## config.mk

```make
export PLATFORM = sky130hd
export DESIGN_NAME = vco_adc_ctrl
export DESIGN_NICKNAME = d
export VERILOG_FILES = /design/src/rtl/vco_adc_ctrl.sv
export SDC_FILE = /design/constraint.sdc
export NUM_CORES = 1
export LEC_CHECK = 0
export CAP_MARGIN = 20
export CORE_UTILIZATION = 61
export CTS_CLUSTER_DIAMETER = 60
export CTS_CLUSTER_SIZE = 10
export DETAILED_ROUTE_END_ITERATION = 6
export PLACE_DENSITY = 0.92
export SYNTH_ARGS = -nofsm -noshare
export SYNTH_HDL_FRONTEND = slang
export SYNTH_SLANG_ARGS = --single-unit
```

## constraint.sdc

```tcl
create_clock -name clk -period 4.3 [get_ports clk]
set_clock_uncertainty 0.05 [all_clocks]
set_input_delay 0.43 -clock clk [delete_from_list [all_inputs] [get_ports clk]]
set_output_delay 0.43 -clock clk [all_outputs]
set_load 0.03 [all_outputs]
```

## src/rtl/vco_adc_ctrl.sv

```systemverilog
// ---------------------------------------------------------------------------
// vco_adc_ctrl
//
// Conversion sequencer for the VCO-based ADC macro. It enables the
// oscillator (active-low enb), waits a programmable settle time, then counts
// rising edges of the VCO phase output over a programmable window of clk
// cycles. Each window count is offered as one sample on a valid/ready stream.
// Single-shot and continuous modes are supported, plus abort.
//
// Ports:
//   clk           system clock
//   rst           synchronous active-high reset
//   start         one-cycle conversion request (ignored while busy)
//   cont          continuous mode level, sampled at each window end
//   abort         stop immediately and return to IDLE
//   cfg_settle    settle length in cycles, latched on accepted start
//   cfg_win       window length in cycles, latched on accepted start (0 -> 1)
//   vco_p         VCO phase output, asynchronous to clk
//   vco_enb       VCO enable pin, 0 = oscillator running
//   busy          high in SETTLE or CONVERT
//   sample_data   edge count of the last completed window
//   sample_valid  sample available
//   sample_ready  consumer accepts the sample
//   overrun       one-cycle pulse when an unaccepted sample is overwritten
// ---------------------------------------------------------------------------
module vco_adc_ctrl #(
    parameter int CNT_W = 16,
    parameter int WIN_W = 16,
    parameter int SET_W = 8
) (
    input  logic             clk,
    input  logic             rst,
    input  logic             start,
    input  logic             cont,
    input  logic             abort,
    input  logic [SET_W-1:0] cfg_settle,
    input  logic [WIN_W-1:0] cfg_win,
    input  logic             vco_p,
    output logic             vco_enb,
    output logic             busy,
    output logic [CNT_W-1:0] sample_data,
    output logic             sample_valid,
    input  logic             sample_ready,
    output logic             overrun
);

    typedef enum logic [1:0] {
        ST_IDLE,
        ST_SETTLE,
        ST_CONVERT
    } state_t;

    state_t             state_reg;
    logic [2:0]         sync_reg;        // [0]=s1, [1]=s2, [2]=s3 (history)
    logic [SET_W-1:0]   settle_cnt_reg;
    logic [WIN_W-1:0]   win_len_reg;     // latched window length, reused in continuous mode
    logic [WIN_W-1:0]   win_cnt_reg;
    logic [CNT_W-1:0]   edge_cnt_reg;
    logic [CNT_W-1:0]   sample_data_reg;
    logic               sample_valid_reg;
    logic               overrun_reg;
    logic               vco_enb_reg;
    logic               busy_reg;

    logic               edge_det;
    logic [WIN_W-1:0]   win_eff;
    logic [CNT_W-1:0]   cnt_next;

    // Rising edge of the synchronized phase signal; two cycles of latency.
    assign edge_det = sync_reg[1] & ~sync_reg[2];

    // A zero window length behaves as a one-cycle window.
    assign win_eff = (cfg_win == '0) ? WIN_W'(1) : cfg_win;

    // Count including this cycle's edge, saturating at all-ones. Used both
    // for the running count and for the final sample so a last-cycle edge
    // is never lost.
    assign cnt_next = (edge_det && (edge_cnt_reg != '1)) ? edge_cnt_reg + CNT_W'(1)
                                                        : edge_cnt_reg;

    // Two-flop synchronizer plus history flop.
    always_ff @(posedge clk) begin
        if (rst) begin
            sync_reg <= '0;
        end else begin
            sync_reg <= {sync_reg[1:0], vco_p};
        end
    end

    always_ff @(posedge clk) begin
        if (rst) begin
            state_reg        <= ST_IDLE;
            settle_cnt_reg   <= '0;
            win_len_reg      <= '0;
            win_cnt_reg      <= '0;
            edge_cnt_reg     <= '0;
            sample_data_reg  <= '0;
            sample_valid_reg <= 1'b0;
            overrun_reg      <= 1'b0;
            vco_enb_reg      <= 1'b1;
            busy_reg         <= 1'b0;
        end else begin
            overrun_reg <= 1'b0;

            // Consumer handshake; a sample load below overrides this clear.
            if (sample_valid_reg && sample_ready) begin
                sample_valid_reg <= 1'b0;
            end

            if (abort) begin
                // Partial count is dropped; the output register is left alone.
                state_reg      <= ST_IDLE;
                settle_cnt_reg <= '0;
                win_cnt_reg    <= '0;
                edge_cnt_reg   <= '0;
                vco_enb_reg    <= 1'b1;
                busy_reg       <= 1'b0;
            end else begin
                unique case (state_reg)
                    ST_IDLE: begin
                        if (start) begin
                            win_len_reg <= win_eff;
                            vco_enb_reg <= 1'b0;
                            busy_reg    <= 1'b1;
                            if (cfg_settle != '0) begin
                                state_reg      <= ST_SETTLE;
                                settle_cnt_reg <= cfg_settle;
                            end else begin
                                state_reg    <= ST_CONVERT;
                                win_cnt_reg  <= win_eff;
                                edge_cnt_reg <= '0;
                            end
                        end
                    end

                    ST_SETTLE: begin
                        settle_cnt_reg <= settle_cnt_reg - SET_W'(1);
                        if (settle_cnt_reg == SET_W'(1)) begin
                            state_reg    <= ST_CONVERT;
                            win_cnt_reg  <= win_len_reg;
                            edge_cnt_reg <= '0;
                        end
                    end

                    ST_CONVERT: begin
                        if (win_cnt_reg == WIN_W'(1)) begin
                            // Window end: publish the count.
                            sample_data_reg  <= cnt_next;
                            sample_valid_reg <= 1'b1;
                            overrun_reg      <= sample_valid_reg & ~sample_ready;
                            edge_cnt_reg     <= '0;
                            if (cont) begin
                                // Back-to-back window, oscillator stays on.
                                win_cnt_reg <= win_len_reg;
                            end else begin
                                state_reg   <= ST_IDLE;
                                win_cnt_reg <= '0;
                                vco_enb_reg <= 1'b1;
                                busy_reg    <= 1'b0;
                            end
                        end else begin
                            win_cnt_reg  <= win_cnt_reg - WIN_W'(1);
                            edge_cnt_reg <= cnt_next;
                        end
                    end

                    default: begin
                        state_reg   <= ST_IDLE;
                        vco_enb_reg <= 1'b1;
                        busy_reg    <= 1'b0;
                    end
                endcase
            end
        end
    end

    assign vco_enb      = vco_enb_reg;
    assign busy         = busy_reg;
    assign sample_data  = sample_data_reg;
    assign sample_valid = sample_valid_reg;
    assign overrun      = overrun_reg;

endmodule

```

# Word level (Yosys, flattened, before mapping)
# Cells that the tools add are included.
totals:
  ff_bits: 81
  output_inout_bits: 20
classes:
  n_addsub: 3
  n_eq_ne: 11
  n_mux: 34
  n_bitwise: 8
  reduce_logical: 15
ops:
  columns: ["op", "count"]
  rows:
  - ["16-bit two-way mux", 11]
  - ["16-bit one-hot mux with 3 select lines", 2]
  - ["16-bit by 1-bit adder with 16-bit output (second input constant)", 1]
  - ["16-bit by 1-bit == test with 1-bit output (second input constant)", 1]
  - ["16-bit logical NOT", 1]
  - ["8-bit two-way mux", 2]
  - ["16-bit != test (second input constant)", 1]
  - ["8-bit one-hot mux with 2 select lines", 1]
  - ["16-bit by 1-bit subtractor with 16-bit output (second input constant)", 1]
  - ["2-bit != test (second input constant)", 6]
  - ["4-bit AND reduction", 3]
  - ["1-bit two-way mux", 10]
  - ["2-bit two-way mux", 5]
  - ["3-bit AND reduction", 3]
  - ["8-bit by 1-bit == test with 1-bit output (second input constant)", 1]
  - ["8-bit nonzero test", 1]
  - ["8-bit by 1-bit subtractor with 8-bit output (second input constant)", 1]
  - ["1-bit NOT", 6]
  - ["1-bit one-hot mux with 3 select lines", 2]
  - ["2-bit one-hot mux with 3 select lines", 1]
  - ["4-bit OR reduction", 1]
  - ["3-bit nonzero test", 1]
  - ["1-bit bitwise AND", 2]
  - ["2-bit by 1-bit == test with 1-bit output (second input constant)", 1]
  - ["5 further kinds", 6]

# Depth between registers and ports, before layout
# Gate-level depths: netlist of the first run.
depth:
  ltp_word: 6
  mapped_depth: 10

# Least setup slack after synthesis of the first run
# No wires, ideal clock.
synth_timing:
  kind: "reg-to-reg"
  startpoint: "register settle_cnt_reg[1]"
  endpoint: "register edge_cnt_reg[15]"
  setup_ps: 74
  t_arrival_ps: 2002
  setup_slack_ps: 2173
  stages_incl_launch_ff: 9
  path_buffers: 0
  period_less_slack_ps: 2127
  path_cell_list: "dfxtp_1 > inv_1 > ha_1 > or4b_4 > o41ai_4 > o21a_4 > nand2_2 > or3_1 > a31oi_1"
synth_between:
  elab_chain_cells: 3
synth_lines:
  columns: ["element", "line", "rtl"]
  rows:
  - ["start, declared", "55", "logic [SET_W-1:0] settle_cnt_reg;"]
  - ["start signal, assigned", "127", "settle_cnt_reg <= cfg_settle;"]
  - ["start signal, assigned", "137", "settle_cnt_reg <= settle_cnt_reg - SET_W'(1);"]
  - ["8-bit by 1-bit == test with 1-bit output", "138", "if (settle_cnt_reg == SET_W'(1)) begin"]
  - ["2-bit != test (no line)", null, null]
  - ["4-bit AND reduction (no line)", null, null]
  - ["end signal, assigned", "163", "edge_cnt_reg <= cnt_next;"]
  - ["end, declared", "58", "logic [CNT_W-1:0] edge_cnt_reg;"]
# No other way between the ends.
# A chain may end at the register's enable or synchronous reset.

# Worst setup path after layout of the first run
layout_timing:
  startpoint: "register win_cnt_reg[7]"
  endpoint: "register sample_data_reg[7], in the netlist sample_data[7]"
layout_between:
  elab_chain_cells: 2
layout_lines:
  columns: ["element", "line", "rtl"]
  rows:
  - ["start, declared", "57", "logic [WIN_W-1:0] win_cnt_reg;"]
  - ["start signal, assigned", "130", "win_cnt_reg <= win_eff;"]
  - ["start signal, assigned", "140", "win_cnt_reg <= win_len_reg;"]
  - ["start signal, assigned", "154", "win_cnt_reg <= win_len_reg;"]
  - ["16-bit by 1-bit == test with 1-bit output", "146", "if (win_cnt_reg == WIN_W'(1)) begin"]
  - ["3-bit AND reduction (no line)", null, null]
  - ["end signal, assigned", "148", "sample_data_reg <= cnt_next;"]
  - ["end, declared", "59", "logic [CNT_W-1:0] sample_data_reg;"]
# No other way between the ends.

==> results of run 1 <==
final timing paths:
check | cells after the start | end | slack (ps) | from
max | 5 | sample_data[7] | 1030 | win_cnt_reg[7]
min | 1 | sync_reg[1] | 410 | sync_reg[0]
max reg2reg | 5 | sample_data[7] | 1030 | win_cnt_reg[7]
min reg2reg | 1 | sync_reg[1] | 410 | sync_reg[0]
worst max-delay path, stage by stage (launching register included):
cell and delay [ps]:
dfxtp_1 400, nor4_2 490, nand4_1 710, nor3_4 1090
nor2_1 150, a211oi_1 280
kinds of logic (layout without fill, tap and decap cells):
| logic type | Yosys count | in the layout |
|---|---|---|
| adders and majority gates | 8 | 8 |
| buffers and inverters | 50 | 82 |
| AOI/OAI and AO/OA | 166 | 166 |
| xor gates and xnor gates | 23 | 23 |
| muxes | 4 | 4 |
| and+or+nand+nor | 235 | 235 |
| DFF | 81 | 81 |
cell usage in the layout (no fill, tap or decap), types with 3 or more instances in the layout:
cell / Yosys / routed
xor2_1: 11 / 11
o21ai_0: 27 / 27
xnor2_1: 12 / 12
nand4_1: 12 / 12
a22oi_1: 5 / 5
nor2b_1: 4 / 4
and4_1: 5 / 5
and2_1: 4 / 4
a31oi_1: 8 / 8
a221oi_1: 7 / 7
o21ai_1: 5 / 5
a211oi_1: 21 / 21
o22ai_1: 3 / 3
nor2_1: 48 / 48
clkbuf_8: 0 / 10
buf_4: 0 / 3
and3_1: 4 / 4
nor3_1: 9 / 9
or3_1: 5 / 5
nand2b_1: 6 / 6
a311oi_1: 3 / 3
clkdlybuf4s50_1: 0 / 50
dfxtp_1: 81 / 81
a21oi_1: 52 / 52
o211ai_1: 11 / 11
nand3b_1: 10 / 10
nand2_1: 78 / 78
mux2i_1: 3 / 3
nor4_1: 13 / 13
ha_1: 8 / 8
inv_1: 13 / 13
nand3_1: 17 / 17
metal layers:
metal  part of all wire, %  vias up
li1                      -     2136
met1                    42     2138
met2                    46      296
met3                   9.8       33
met4                   2.1        0
met5                     0        -
power groups by stage:
stage / Sequential (mW) / Combinational, mW / Clock (mW)
6_report: 0.785 / 0.252 / 0.599
5_1_grt: 0.788 / 0.275 / 0.631
4_1_cts: 0.784 / 0.247 / 0.597
3_5_place_dp: 0.802 / 0.245 / 0
3_3_place_gp: 0.801 / 0.238 / 0
2_1_floorplan: 0.800 / 0.165 / 0
stage by stage:
stage | total power, mW | setup WS (ps) | instances | utilization (%) | area, µm²
after detailed placement | 1.05 | 1210 | 679 | 71.7 | 4980
after CTS | 1.63 | 1090 | 695 | 74.8 | 5190
after floorplan | 0.965 | 2170 | 567 | - | 4480
final | 1.64 | 1030 | 695 | 74.8 | 5190
after global routing | 1.69 | 887 | 695 | 74.8 | 5190
after global placement | 1.04 | 1310 | 679 | 71.7 | 4980
cell type report:
cell class | count | area share (%)
Clock inverter | 6 | 1.42
Multi-Input combinational cell | 436 | 51.4
Sequential cell | 81 | 31.2
Tap cell | 96 | 2.31
Timing Repair Buffer | 53 | 10.1
Clock buffer | 10 | 2.65
Inverter | 13 | 0.940
==> results by group, run 1 <==
Flow run
  • Max cap viols: 0

Power and ir drop
  • PD cells: around 320 mW/mm²
  • Comb pwr share: 15.4%
  • Sequential share of power: between 40% and 50%
  • Static Leak: roughly 1.7 nW
  • Peak VDD IR: around 0.00018 V
  • Net switching fraction of the power: 29.3%
  • Clock power share: approximately 37%
  • Int Power: roughly 1.2 mW
  • Sw Pwr: ~480 µW

Synth
  • Post-Synth XOR/XNOR Area: 4.50%
  • Syn_nets: 606
  • Count leader, synth: dfxtp_1
  • Largest family of logic cells by synthesized area: simple AND/OR/NAND/NOR gates
  • Post-Synth Adder-Cell Area: 2.23%
  • Leading area contributor after synthesis: dfxtp_1
  • EDFF count, synth: 0
  • Main synth FF type: dfxtp_1
  • Post-synth top area share: 36.2%
  • Synth top cells by count: dfxtp_1, nand2_1, a21oi_1, nor2_1, clkbuf_1
  • Post-synthesis mux area share: 0.922%
  • YS warnings: 0
  • Simple-Gate Fraction of Synth Area: 27.3%
  • Post-Synthesis Cells: approximately 570
  • Synth Area in Compound Gates: around 24%
  • Post-synthesis cell type count: 69
  • Syn Std Cell Area: ~0.0045 mm²
  • Syn Area/Cell: roughly 7.9 µm²
  • Post-synthesis sequential area ratio: ~36%
  • Synth area leaders: dfxtp_1, nand2_1, a21oi_1
  • Post-synth ARST share: 0%
  • Synth Register Bits: 81

GRT
  • GR met1 Demand/Resource: 44.5%
  • Largest net degree at the start of global routing: 33
  • Gr ovfl total: 0
  • Met3 usage: 7.73%
  • First-pass GRT wire length: 19700 µm
  • Initial antenna violation count: 0
  • Most used routing layer: met2
  • Vias in the first global route: 4062
  • GRT Total Usage: between 30% and 40%
  • Met2 Use GR: 52.0%

Route
  • # DRC: 0
  • Initial DRC Count: roughly 560
  • Vias per cell: 6.62
  • Final WL: around 12000 µm
  • Final antenna-violating net count: 0
  • Drt first pass iters: 7
  • WL per Instance: between 15 and 20 µm
  • Vias: 4603

Setup path
  • CP required: 4530 ps
  • CP arrival: around 3500 ps
  • Setup CP Type: register to register
  • Crit end category: register
  • Top fanout value on the critical path: 32
  • Critical Path Start Type: register

Timing
  • RSZ-0062 raised after global routing: false
  • Crit share post-route: 76.2%
  • Relative slew slack: 27.1%
  • Max-slew violations: 0
  • Hold Vio Cnt, Final: 0
  • Clock period minus worst slack: 3270 ps
  • Achievable clock frequency: 0.305 GHz
  • Worst-Margin Slew: 1090 ps
  • # setup viols final: 0
  • Hold Slack: 409 ps
  • Setup_tns: 0 ps

CTS
  • Inserted Clock Buffers: 9
  • CTS H-Tree Depth: 3
  • Root buf cell: clkbuf_8
  • Clock-pin slew on the worst setup and hold paths: 90 ps
  • CTS tree: built
  • CTS hold repair buffers: 0
  • Post-CTS Setup Repair Bufs: 0
  • CTS Buffer Depth: 2
  • Clock latency on the worst-skew pair: 370 ps
  • Clock sinks: 81
  • Post-CTS Resized: 0

Floorplanning
  • Die height: a little under 90 µm
  • Core region area: 0.00694 mm²
  • Row count: 30
  • DIE AREA: between 0.007 and 0.008 mm²
  • Die width: 87.7 µm
  • Initial Utilization: 64.5%
  • Io pins: about 50

Placed design
  • Dpl hpwl: ~8400 µm
  • Port Buffer Count: 50
  • RD Place Congestion: 0.973

Hold path
  • Hold crit path type: register to register

Layout
  • Area Growth Syn to Fin: 15.9%
  • Inserted Diodes: 0
  • Area of the multi-input gates: 0.00267 mm²
  • Register area: 0.00162 mm²
  • Final nets: 633
  • Number of fill cells in the layout: between 400 and 500
  • Ratio of cells with drive above 1 in the final layout: just over 6%

Run status
  • Status: completed
Power figures use the tool's default switching activity.
==> inputs of run 2 (changes only) <==
--- a/config.mk
+++ b/config.mk
@@ -6,11 +6,11 @@
 export NUM_CORES = 1
 export LEC_CHECK = 0
 export CAP_MARGIN = 20
-export CORE_UTILIZATION = 61
+export CORE_UTILIZATION = 57
 export CTS_CLUSTER_DIAMETER = 60
 export CTS_CLUSTER_SIZE = 10
 export DETAILED_ROUTE_END_ITERATION = 6
-export PLACE_DENSITY = 0.92
+export PLACE_DENSITY = 0.87
 export SYNTH_ARGS = -nofsm -noshare
 export SYNTH_HDL_FRONTEND = slang
 export SYNTH_SLANG_ARGS = --single-unit
==> constraint.sdc (replaced) <==
create_clock -name clk -period 3.27 [get_ports clk]
set_clock_uncertainty 0.05 [all_clocks]
set_input_delay 0.327 -clock clk [delete_from_list [all_inputs] [get_ports clk]]
set_output_delay 0.327 -clock clk [all_outputs]
set_load 0.03 [all_outputs]
==> run 2 against run 1 <==
Clock power increased by 35%. Hold slack got worse by 5.6 ps. Maximum frequency increased by 24%. Sequential power increased by 31%.
==> results by group, run 2 (synthesized netlist as in run 1, its figures left out) <==
Run status
  • Status: completed

Setup path
  • Crit-path cells: inv_1 > ha_1 > inv_1 > nor2_1 > o21ai_2 > buf_4 > a211oi_1 > a31oi_1 > o41ai_1
  • Largest delay share family, worst path: compound AO/OA/AOI/OAI gates
  • Buffers and inverters on the worst path: 3
  • Crit end category: register
  • Critical Path Start Type: register
  • Crit path from: state_reg[0]
  • Setup CP Type: register to register
  • Worst r2r src: state_reg[0]
  • CP max-delay cell: o21ai_2
  • CP arrival: 2810 ps
  • Crit path top cell by count: inv_1
  • Top fanout value on the critical path: 13
  • Biggest cell delay along the critical path: 610 ps
  • CP required: 3440 ps

GRT
  • Vias in the first global route: between 4000 and 5000
  • Largest net degree at the start of global routing: 36
  • Gr ovfl total: 0
  • GRT Total Usage: 29.5%
  • First-pass GRT wire length: 19800 µm
  • Initial antenna violation count: 0

CTS
  • Post-CTS Resized: 0
  • CTS Buffer Depth: 2
  • CTS tree: built
  • CTS hold repair buffers: 0
  • Clock latency on the worst-skew pair: around 350 ps
  • Clock-pin slew on the worst setup and hold paths: 80 ps
  • CTS H-Tree Depth: 3
  • Root buf cell: clkbuf_8
  • Clock sinks: 81
  • Post-CTS Setup Repair Bufs: 0
  • Inserted Clock Buffers: 9

Timing
  • Achievable clock frequency: 0.380 GHz
  • Hold Vio Cnt, Final: 0
  • Crit share post-route: 80.6%
  • Clock period minus worst slack: 2630 ps
  • Relative slew slack: 37.2%
  • Setup_tns: 0 ps
  • RSZ-0062 raised after global routing: false
  • Worst-Margin Slew: 941 ps
  • Max-slew violations: 0
  • # setup viols final: 0
  • Hold Slack: between 400 and 500 ps

Placed design
  • RD Place Congestion: 0.997
  • Dpl hpwl: roughly 8500 µm
  • Placed insts: 687
  • Port Buffer Count: 50

Route
  • Vias: 4589
  • Final antenna-violating net count: 0
  • WL per Instance: between 15 and 20 µm
  • Final WL: 12300 µm
  • Vias per cell: between 6 and 7
  • Initial DRC Count: 500
  • # DRC: 0
  • Drt first pass iters: 5

Power and ir drop
  • Clock power share: between 30% and 40%
  • Sw Pwr: 590 µW
  • PD cells: 415 mW/mm²
  • Int Power: 1.59 mW
  • Static Leak: 1.71 nW
  • Sequential share of power: between 40% and 50%
  • Peak VDD IR: about 0.00023 V
  • Comb pwr share: 15.6%
  • Net switching fraction of the power: a little over a quarter

Layout
  • Inserted Diodes: 0
  • Area Growth Syn to Fin: 17.0%
  • Leading cell type in the layout, fill and taps excluded: dfxtp_1
  • Non-Filler Instances: ~700
  • Most frequent cells in the layout: dfxtp_1, nand2_1, a21oi_1, clkdlybuf4s50_1, nor2_1
  • Ratio of cells with drive above 1 in the final layout: 6.80%
  • Final nets: 638

Floorplanning
  • Io pins: a little over 50
  • Die width: 90.6 µm
  • Die height: 90.6 µm
  • Core region area: 0.00741 mm²
  • Row count: 31
  • Initial Utilization: 60.5%
  • DIE AREA: about 0.008 mm²

Hold path
  • HP Start: sync_reg[0]
  • Hold crit path type: register to register

Flow run
  • Max cap viols: 0
run 2: cell type report:
type	instances	area, µm²
clock buffers	10	138
clock inverters	5	78.8
fillers	600	2170
inverters	13	48.8
multi-input cells	436	2670
flip-flops and latches	81	1620
well taps	99	124
repair buffers	58	561
run 2: worst paths after layout:
check / endpoint / slack (ps) / depth (start not counted)
worst min register to register: sync_reg[1] / 400 / 1
worst max-delay path: win_cnt_reg[9] / 640 / 9
worst max register to register: win_cnt_reg[9] / 640 / 9
worst min-delay path: sync_reg[1] / 400 / 1
run 2: routing by layer:
layer | global-route usage, % | up-vias | part of all wire (%) | routed length [µm]
met5 | 0 | - | 0 | 0
met3 | 5.81 | 50 | 8.4 | 1030
met1 | 36.1 | 2130 | 41 | 5050
met4 | 14.1 | 0 | 2.9 | 353
li1 | - | 2155 | - | -
met2 | 49.5 | 254 | 47 | 5820
run 2: power groups by stage:
stage                     sequential (mW)  clock (mW)  combinational (mW)
after floorplan                      1.05           0               0.216
after global placement               1.05           0               0.318
after detailed placement             1.05           0               0.329
after CTS                            1.03       0.812               0.331
after global routing                 1.03       0.856               0.364
final                                1.03       0.806               0.339
run 2: through the flow:
step / area [µm²] / power [mW] / util (%) / worst slack (ps)
3_3_place_gp: 5020 / 1.37 / 67.8 / 671
6_report: 5240 / 2.18 / 70.7 / 635
5_1_grt: 5240 / 2.25 / 70.7 / 475
3_5_place_dp: 5020 / 1.38 / 67.8 / 588
4_1_cts: 5240 / 2.17 / 70.7 / 698
2_1_floorplan: 4480 / 1.27 / - / 1140
